[src/rtl/fsm_lock_pkg.sv]
// rtl/fsm_lock_pkg.sv - shared state encoding, digit width and counter width helper for the lock supervisor
package fsm_lock_pkg;

  typedef enum logic [2:0] {
    IDLE     = 3'd0,
    COLLECT  = 3'd1,
    REPLAY   = 3'd2,
    WAIT_RES = 3'd3,
    UNLOCKED = 3'd4,
    LOCKOUT  = 3'd5
  } state_t;

  localparam int DIGIT_W = 4;

  // Bits needed to hold values 0..max_val inclusive.
  function automatic int cnt_width(input int max_val);
    return (max_val < 2) ? 1 : $clog2(max_val + 1);
  endfunction

endpackage

[src/rtl/lock_tick_timer.sv]
// rtl/lock_tick_timer.sv - loadable down-counter stepped by the clock-enable tick, with a done pulse
module lock_tick_timer #(
  parameter int W = 4
) (
  input  logic         clk,
  input  logic         i_Rst,
  input  logic         i_ce,
  input  logic         i_load,
  input  logic [W-1:0] iv_load_val,
  output logic         o_done
);

  logic [W-1:0] cnt_q, cnt_d;

  // Done fires in the cycle the count steps 1->0; a load always wins over a tick.
  always_comb begin
    cnt_d  = cnt_q;
    o_done = 1'b0;
    if (i_ce && (cnt_q == W'(1))) o_done = 1'b1;
    if (i_load) cnt_d = iv_load_val;
    else if (i_ce && (cnt_q != '0)) cnt_d = cnt_q - W'(1);
  end

  always_ff @(posedge clk) begin
    if (i_Rst) cnt_q <= '0;
    else       cnt_q <= cnt_d;
  end

endmodule

[src/rtl/fsm_lock_supervisor.sv]
// rtl/fsm_lock_supervisor.sv - buffers a keyed code, replays it to the checker, tracks failures and lockout
// Optional LOCK_ESCALATE_EN: each consecutive lockout doubles in length, saturating at 8x.
module fsm_lock_supervisor
  import fsm_lock_pkg::*;
#(
  parameter int DIGITS       = 4,
  parameter int MAX_FAILS    = 3,
  parameter int LOCK_TICKS   = 20,
  parameter int RESP_TIMEOUT = 8
) (
  input  logic               clk,
  input  logic               i_Rst,
  input  logic               i_CE,
  input  logic               i_key_valid,
  input  logic [DIGIT_W-1:0] iv_key,
  input  logic               i_clear,
  input  logic               i_chk_pass,
  input  logic               i_chk_fail,
  output logic               o_key_ready,
  output logic               o_chk_set,
  output logic [DIGIT_W-1:0] ov_chk_data,
  output logic               o_unlocked,
  output logic               o_locked_out,
  output logic [2:0]         ov_fail_cnt,
  output logic [2:0]         ov_state
);

  localparam int IW   = (DIGITS > 1) ? $clog2(DIGITS) : 1;
  localparam int TMAX = (LOCK_TICKS > RESP_TIMEOUT) ? LOCK_TICKS : RESP_TIMEOUT;
`ifdef LOCK_ESCALATE_EN
  localparam int TW = cnt_width(TMAX) + 3;
`else
  localparam int TW = cnt_width(TMAX);
`endif
  localparam logic [IW-1:0] LAST_IDX = IW'(DIGITS - 1);
  localparam logic [2:0]    MAX_F    = 3'(MAX_FAILS);

  state_t             state_q, state_d;
  logic [IW-1:0]      idx_q, idx_d;
  logic [DIGIT_W-1:0] dig_buf_q [DIGITS];
  logic [DIGIT_W-1:0] dig_buf_d [DIGITS];
  logic [2:0]         fail_q, fail_d, fail_inc;
  logic [DIGIT_W-1:0] chk_data_q, chk_data_d;
  logic               key_ready_q, key_ready_d;
  logic               unlocked_q, unlocked_d;
  logic               locked_out_q, locked_out_d;
  logic               key_acc, chk_set;
  logic               tmr_load, tmr_done;
  logic [TW-1:0]      tmr_val, lock_len;

  lock_tick_timer #(.W(TW)) u_timer (
    .clk         (clk),
    .i_Rst       (i_Rst),
    .i_ce        (i_CE),
    .i_load      (tmr_load),
    .iv_load_val (tmr_val),
    .o_done      (tmr_done)
  );

`ifdef LOCK_ESCALATE_EN
  logic [1:0] esc_q, esc_d;

  // Level steps on each lockout entry and only a pass (or reset) brings it back down.
  always_comb begin
    esc_d = esc_q;
    if (state_d == UNLOCKED && state_q != UNLOCKED) esc_d = 2'd0;
    else if (state_d == LOCKOUT && state_q != LOCKOUT && esc_q != 2'd3) esc_d = esc_q + 2'd1;
  end

  always_ff @(posedge clk) begin
    if (i_Rst) esc_q <= 2'd0;
    else       esc_q <= esc_d;
  end

  assign lock_len = TW'(LOCK_TICKS) << esc_q;
`else
  assign lock_len = TW'(LOCK_TICKS);
`endif

  always_comb begin
    state_d   = state_q;
    idx_d     = idx_q;
    dig_buf_d = dig_buf_q;
    fail_d    = fail_q;
    fail_inc  = (fail_q == MAX_F) ? fail_q : fail_q + 3'd1;
    key_acc   = i_key_valid && key_ready_q;
    chk_set   = 1'b0;
    tmr_load  = 1'b0;
    tmr_val   = '0;

    case (state_q)
      IDLE: begin
        if (key_acc) begin
          dig_buf_d[0] = iv_key;
          if (DIGITS == 1) begin
            idx_d   = '0;
            state_d = REPLAY;
          end else begin
            idx_d   = IW'(1);
            state_d = COLLECT;
          end
        end
      end
      COLLECT: begin
        if (i_clear) begin
          for (int i = 0; i < DIGITS; i++) dig_buf_d[i] = '0;
          idx_d   = '0;
          state_d = IDLE;
        end else if (key_acc) begin
          dig_buf_d[idx_q] = iv_key;
          if (idx_q == LAST_IDX) begin
            idx_d   = '0;
            state_d = REPLAY;
          end else begin
            idx_d = idx_q + IW'(1);
          end
        end
      end
      REPLAY: begin
        // Reset gates the strobe so an aborted replay never leaks one more digit.
        if (i_CE && !i_Rst) begin
          chk_set = 1'b1;
          if (idx_q == LAST_IDX) begin
            idx_d    = '0;
            state_d  = WAIT_RES;
            tmr_load = 1'b1;
            tmr_val  = TW'(RESP_TIMEOUT);
          end else begin
            idx_d = idx_q + IW'(1);
          end
        end
      end
      WAIT_RES: begin
        if (i_chk_fail || tmr_done) begin
          fail_d = fail_inc;
          if (fail_inc == MAX_F) begin
            state_d  = LOCKOUT;
            tmr_load = 1'b1;
            tmr_val  = lock_len;
          end else begin
            state_d = IDLE;
          end
        end else if (i_chk_pass) begin
          fail_d  = 3'd0;
          state_d = UNLOCKED;
        end
      end
      UNLOCKED: begin
        if (i_clear) state_d = IDLE;
      end
      LOCKOUT: begin
        if (tmr_done) begin
          fail_d  = 3'd0;
          state_d = IDLE;
        end
      end
      default: state_d = IDLE;
    endcase

    chk_data_d   = chk_set ? dig_buf_q[idx_q] : chk_data_q;
    key_ready_d  = (state_d == IDLE) || (state_d == COLLECT);
    unlocked_d   = (state_d == UNLOCKED);
    locked_out_d = (state_d == LOCKOUT);
  end

  always_ff @(posedge clk) begin
    if (i_Rst) begin
      state_q      <= IDLE;
      idx_q        <= '0;
      fail_q       <= 3'd0;
      chk_data_q   <= '0;
      key_ready_q  <= 1'b0;
      unlocked_q   <= 1'b0;
      locked_out_q <= 1'b0;
      for (int i = 0; i < DIGITS; i++) dig_buf_q[i] <= '0;
    end else begin
      state_q      <= state_d;
      idx_q        <= idx_d;
      fail_q       <= fail_d;
      chk_data_q   <= chk_data_d;
      key_ready_q  <= key_ready_d;
      unlocked_q   <= unlocked_d;
      locked_out_q <= locked_out_d;
      dig_buf_q    <= dig_buf_d;
    end
  end

  assign o_key_ready  = key_ready_q;
  assign o_chk_set    = chk_set;
  assign ov_chk_data  = chk_data_d;
  assign o_unlocked   = unlocked_q;
  assign o_locked_out = locked_out_q;
  assign ov_fail_cnt  = fail_q;
  assign ov_state     = state_q;

endmodule

[config.mk]
export PLATFORM = sky130hd
export DESIGN_NAME = fsm_lock_supervisor
export DESIGN_NICKNAME = d
export VERILOG_FILES = /design/src/rtl/fsm_lock_pkg.sv /design/src/rtl/lock_tick_timer.sv /design/src/rtl/fsm_lock_supervisor.sv
export SDC_FILE = /design/constraint.sdc
export NUM_CORES = 1
export LEC_CHECK = 0
export CELL_PAD_IN_SITES_DETAIL_PLACEMENT = 0
export CELL_PAD_IN_SITES_GLOBAL_PLACEMENT = 1
export CORE_ASPECT_RATIO = 0.7
export CORE_UTILIZATION = 28
export CTS_CLUSTER_DIAMETER = 120
export DETAILED_ROUTE_END_ITERATION = 8
export HOLD_SLACK_MARGIN = 0.15
export PLACE_DENSITY = 0.66
export SLEW_MARGIN = 20
export SYNTH_ARGS = -nofsm -noshare
export SYNTH_HDL_FRONTEND = slang
export SYNTH_SLANG_ARGS = --single-unit
[constraint.sdc]
create_clock -name clk -period 1.8 [get_ports clk]
set_input_delay 0.36 -clock clk [delete_from_list [all_inputs] [get_ports clk]]
set_output_delay 0.36 -clock clk [all_outputs]
set_load 0.005 [all_outputs]
# Word-level counts from Yosys, hierarchy flattened
# Index checks and enable logic that the tools add are counted.
dict set report op_classes {
  addsub 3
  n_lt_le_gt_ge 2
  eq_ne 17
  mux 49
  bitwise 1
  reduce_logical 20
}
# operator n
set op_table {}
lappend op_table {{$mux 3} 15}
lappend op_table {{$mux 16} 2}
lappend op_table {{$mux 4} 7}
lappend op_table {{$mux 5} 4}
lappend op_table {{$pmux 3 s6} 1}
lappend op_table {{$bwmux 16} 1}
lappend op_table {{$eq 3x2->1 const B} 4}
lappend op_table {{$eq 3x3->1 const B} 4}
lappend op_table {{$mux 2} 5}
lappend op_table {{$pmux 5 s2} 1}
lappend op_table {{$bmux 4 s2} 1}
lappend op_table {{$demux 4 s2} 1}
lappend op_table {{$pmux 4 s2} 1}
lappend op_table {{$reduce_bool 2->1} 4}
lappend op_table {{$mux 1} 7}
lappend op_table {{$eq 3x1->1 const B} 2}
lappend op_table {{$logic_not 3->1} 2}
lappend op_table {{$ne 2x2->1 const B} 3}
lappend op_table {{$ne 3x3->1 const B} 2}
lappend op_table {{$pmux 2 s3} 1}
lappend op_table {{$pmux 3 s2} 1}
lappend op_table {{$reduce_and 3->1} 2}
lappend op_table {{$eq 5x1->1 const B} 1}
lappend op_table {{$logic_and 1x1->1} 5}
lappend op_table {{14 further kinds} 15}
dict set report totals {
  reg_bits 36
  output_inout_bits 14
  wordCells 104
}

# Depth between registers and ports, before layout
dict set report depth {
  ltp_word 9
  depth_mapped 8
  ltp_nobuf 7
}

# By module
# From an unflattened synthesis, not the netlist that was laid out.
dict set report hier_totals {
  cells_unflattened 214
  hier_area_um2 1993.2
}
# module n_inst cells_each area_per_inst_um2 seq_area_each_um2
set by_module_without_submodules {}
lappend by_module_without_submodules {fsm_lock_supervisor 1 172 1642.8 620.6}
lappend by_module_without_submodules {lock_tick_timer 1 42 350.3 100.1}

# Least setup slack after synthesis
# Ideal clock, no wire load.
dict set report synth_timing {
  path_kind {register to register}
  start {register idx_q[0]}
  end {register unlocked_q, in the netlist o_unlocked}
  setup_ps 115
  t_arrival_ps 1816
  t_required_ps 1685
  slack_ps -131
  stages_incl_launch_ff 7
  cell_sequence {dfxtp_1 > ha_1 > and3_1 > or4b_2 > a31oi_1 > nor4_2 > and2_1}
}
dict set report synth_between {
  elab_chain_cells 6
  elab_cells_between_ends 8
}
# item line
set synth_lines {}
lappend synth_lines {{start: declaration} fsm_lock_supervisor.sv:39} ;# logic [IW-1:0] idx_q, idx_d;
lappend synth_lines {{start signal: assignment} fsm_lock_supervisor.sv:178} ;# idx_q <= idx_d;
lappend synth_lines {{$eq 2x2->1 *} {fsm_lock_supervisor.sv:111, fsm_lock_supervisor.sv:123}}
lappend synth_lines {{$mux 3} fsm_lock_supervisor.sv:111} ;# if (idx_q == LAST_IDX) begin
lappend synth_lines {{$mux 3} fsm_lock_supervisor.sv:109} ;# end else if (key_acc) begin
lappend synth_lines {{$mux 3} fsm_lock_supervisor.sv:105} ;# if (i_clear) begin
lappend synth_lines {{$pmux 3 s6 *} fsm_lock_supervisor.sv:91} ;# case (state_q)
lappend synth_lines {{$eq 3x3->1 *} fsm_lock_supervisor.sv:162} ;# unlocked_d = (state_d == UNLOCKED);
lappend synth_lines {{end signal: assignment} fsm_lock_supervisor.sv:182} ;# unlocked_q <= unlocked_d;
lappend synth_lines {{end: declaration} fsm_lock_supervisor.sv:45} ;# logic unlocked_q, unlocked_d;
# Every way passes the cells marked *; elsewhere a longest branch is shown, timed or not.
# A chain may end at the register's enable or synchronous reset.

# Final worst setup path
dict set report layout_timing {
  start {register idx_q[1]}
  end {output port ov_chk_data[0]}
}
dict set report layout_between {
  elab_chain_cells 5
}
# item line
set layout_lines {}
lappend layout_lines {{$not 2->3 (not written as such)} fsm_lock_supervisor.sv:160} ;# chk_data_d = chk_set ? dig_buf_q[idx_q] : chk_data_q;
lappend layout_lines {{$bmux 4 s2} fsm_lock_supervisor.sv:160}
lappend layout_lines {{$mux 4 (not written as such) (2 in a row)} fsm_lock_supervisor.sv:160}
lappend layout_lines {{$mux 4} fsm_lock_supervisor.sv:160}
lappend layout_lines {{end: declaration} fsm_lock_supervisor.sv:21} ;# output logic [DIGIT_W-1:0] ov_chk_data,
# Every way passes these cells. The select of a mux whose other input is x is not followed.

==> flow_metrics.env <==
export IMPL_diodes=0
export IMPL_timing_final_ws_setup_ns=-0.249
export IMPL_hold_viol_final=0
export IMPL_fin_crit_ns=2.05
export IMPL_cts_tree="done"
export IMPL_dp_hpwl_um=3720
export IMPL_grt_pass1_wl_um=8380
export IMPL_fin_hold_ws_ns=0.454
export IMPL_io_buffer_count=24
export IMPL_clk_path_buf_depth=2
export IMPL_drtPass1Iterations=4
export IMPL_setup_viol=7
export IMPL_grt_max_degree=32
export IMPL_rsz0062_at_grt="true"
export IMPL_path_clk_slew_ns=0.08
export IMPL_postRouteAntennaNets=0
export IMPL_initial_core_util_pct=29.7
export IMPL_grt_overflow_total=0
export IMPL_antenna_found_initial=0
export IMPL_nNetsFinal=295
export IMPL_seq_area_um2=729
export IMPL_drc=0
export IMPL_violations="setup timing"
export IMPL_max_freq_ghz=0.488
export IMPL_worstSetupEndpointType="output pin"
export IMPL_htree_levels=2
export IMPL_async_flop_share_pct=0
export IMPL_pin_count=25
export IMPL_track_usage_pct=15.6
export IMPL_met1_usage_pct=23.5
export IMPL_die_x_um=100
export IMPL_drt_iter0_markers=121
export IMPL_tightest_slew_ns=0.449
export IMPL_total_power_mw=2.31
export IMPL_busiest_layer="met1"
export IMPL_rows=24
export IMPL_syn_avg_cell_area_um2=9.09
export IMPL_clock_skew_ns=0.00832
export IMPL_maxCapViolations=0
export IMPL_syn2layout_area_growth_pct=48.0
export IMPL_synth_seq_cells=36
export IMPL_ys_warnings_count=0
export IMPL_synthCells=208
export IMPL_synth_edf_count=0
export IMPL_pre_cts_ws_ns=-0.624
export IMPL_fillers=650
export IMPL_synthFlopType="dfxtp_1"
export IMPL_grt_met3_usage_pct=3.46
export IMPL_yosysUniqueCellTypes=51
export IMPL_path_class="register to output pin"
export IMPL_clk_latency_ns=0.29
export IMPL_outcome="complete, but fails checks"
export IMPL_drive_gt1_share_pct=35.7
export IMPL_power_density_mw_per_mm2=826
export IMPL_yosysSeqAreaShare_pct=38.1
export IMPL_drt_wl_total_um=5090
export IMPL_grt_pass1_vias=1619
export IMPL_crit_required_ns=1.44
export IMPL_drv_slew=0
export IMPL_cp_max_fo=4
export IMPL_grt_util_met2_pct=21.5
export IMPL_gp_congestion=0.777
export IMPL_coreArea_mm2=0.00637
export IMPL_post_route_period_util_pct=114
export IMPL_wl_per_cell_um=13.8
export IMPL_relSlewSlack_pct=69.9
export IMPL_synth_area_mm2=0.00189
export IMPL_cts_buffers=5
export IMPL_arrival_ns=1.69
export IMPL_ir_drop_v=0.000477
export IMPL_hp_class="register to register"
export IMPL_vias=1736
export IMPL_cts_sinks=36
export IMPL_synth_nets=227
export IMPL_dieArea_mm2=0.00709
export IMPL_leakage_nw=1.10
export IMPL_multi_input_area_mm2=0.00120
export IMPL_die_y_um=70.8
export IMPL_root_buffer="clkbuf_8"
export IMPL_viasPerCell=4.72
export IMPL_crit_path_start_kind="register"
==> sequential cells by signal, indices dropped and copies added, names as in the netlist <==
register,count
u_timer.cnt_q,5
o_unlocked,1
chk_data_q,4
ov_fail_cnt,3
ov_state,3
idx_q,2
o_key_ready,1
dig_buf_q,16
o_locked_out,1
==> per-layer routing <==
layer  vias up  part of all wire (%)
met2        39                    41
met1       808                    52
li1        884                     -
met5         -                     0
met3         5                   5.5
met4         0                   1.5
==> cells in the mapped netlist, types with 2 or more instances <==
library cell	instances	share of area [%]
nor2_1	26	5.2
o21a_1	2	0.79
o31ai_1	2	0.79
mux4_2	4	4.8
xnor2_1	3	1.4
a21oi_1	12	3.2
o21ai_0	5	1.3
nor3_1	3	0.79
clkbuf_1	5	0.99
buf_4	2	0.79
a21oi_2	2	0.93
nor3b_1	2	0.79
nor2b_1	8	2.6
and3_1	4	1.3
nand2_1	13	2.6
ha_1	8	5.3
a22oi_1	9	3.6
mux2_2	5	3.0
nor4_1	2	0.66
buf_2	2	0.53
nand3_1	10	2.6
dfxtp_1	36	38
nand2b_1	3	0.99
o211ai_1	3	1.2
and2_1	3	0.99
inv_1	9	1.8
==> worst max-delay path, cell delays in order (launching register included) <==
cell	delay, ns
dfxtp_4	0.40
buf_6	0.11
mux4_2	0.49
mux2_4	0.28
buf_6	0.12
==> cells by family after synthesis <==
group,after synthesis,synth area share (%)
AO/OA/AOI/OAI,45,16.4
AND/OR/NAND/NOR,87,25.9
flip-flops,36,38.1
XOR/XNOR,4,1.85
buffers and inverters,18,4.10
adder cells (fa/ha/maj),8,5.29
multiplexers,10,8.27
==> cell type report <==
| class | instances | area share [%] |
|---|---|---|
| clock buffers | 6 | 3.35 |
| clock inverters | 2 | 0.447 |
| inverters | 9 | 1.21 |
| multi-input cells | 154 | 43.1 |
| flip-flops and latches | 36 | 26.1 |
| well taps | 91 | 4.07 |
| repair buffers | 70 | 21.8 |
==> report_power, final <==
group | switching [mW] | internal (mW) | leakage (nW)
sequential | 0.0707 | 0.855 | 0.294
clock | 0.317 | 0.354 | 0.0523
combinational | 0.320 | 0.394 | 0.758
total | 0.708 | 1.60 | 1.10
==> stage by stage <==
step	TNS (ns)	util, %	instance area (um^2)	instances
2_1_floorplan	-0.0227	-	1910	208
3_3_place_gp	-9.48	39.4	2510	352
3_5_place_dp	-9.67	39.4	2510	352
4_1_cts	-0.793	42.8	2730	366
5_1_grt	-1.27	43.9	2800	368
6_report	-0.996	43.9	2800	368
==> worst paths after layout <==
check	from	to	slack [ns]	depth (start not counted)
min	dig_buf_q[15]	dig_buf_q[15]	0.45	2
min reg2reg	dig_buf_q[15]	dig_buf_q[15]	0.45	2
max	idx_q[1]	ov_chk_data[0]	-0.25	4
max reg2reg	idx_q[1]	o_unlocked	-0.13	8
==> what timing repair did <==
item,4_1_cts,5_1_grt
endpoints found under the setup margin,21,24
hold buffers,0,0
setup buffers,6,3
resized for setup,45,20
cloned,0,0
pin swaps,3,9
==> layout by cell type (no fill, tap or decap), types with 2 or more instances in the layout <==
cell type        count
nor3_1               3
o21a_1               2
o31ai_1              2
o211ai_1             3
buf_4               39
ha_2                 3
nand2b_1             2
a21oi_4              2
a21oi_2              2
nand2_1             13
clkbuf_8             5
and3_4               2
dfxtp_4              2
o21ai_0              3
mux2_4               4
nor2_1              26
nor2b_1              7
or4b_4               2
inv_2                4
buf_6               11
mux4_2               4
inv_1                5
dfxtp_1             33
dlygate4sd2_1        2
o21ai_1              2
nor4_1               2
nand3_1             10
ha_1                 4
and2_1               3
xnor2_1              3
a21oi_1             10
clkdlybuf4s50_1     17
and3_1               2
a22oi_1              9
No activity file was read; power rests on OpenSTA's default activity.
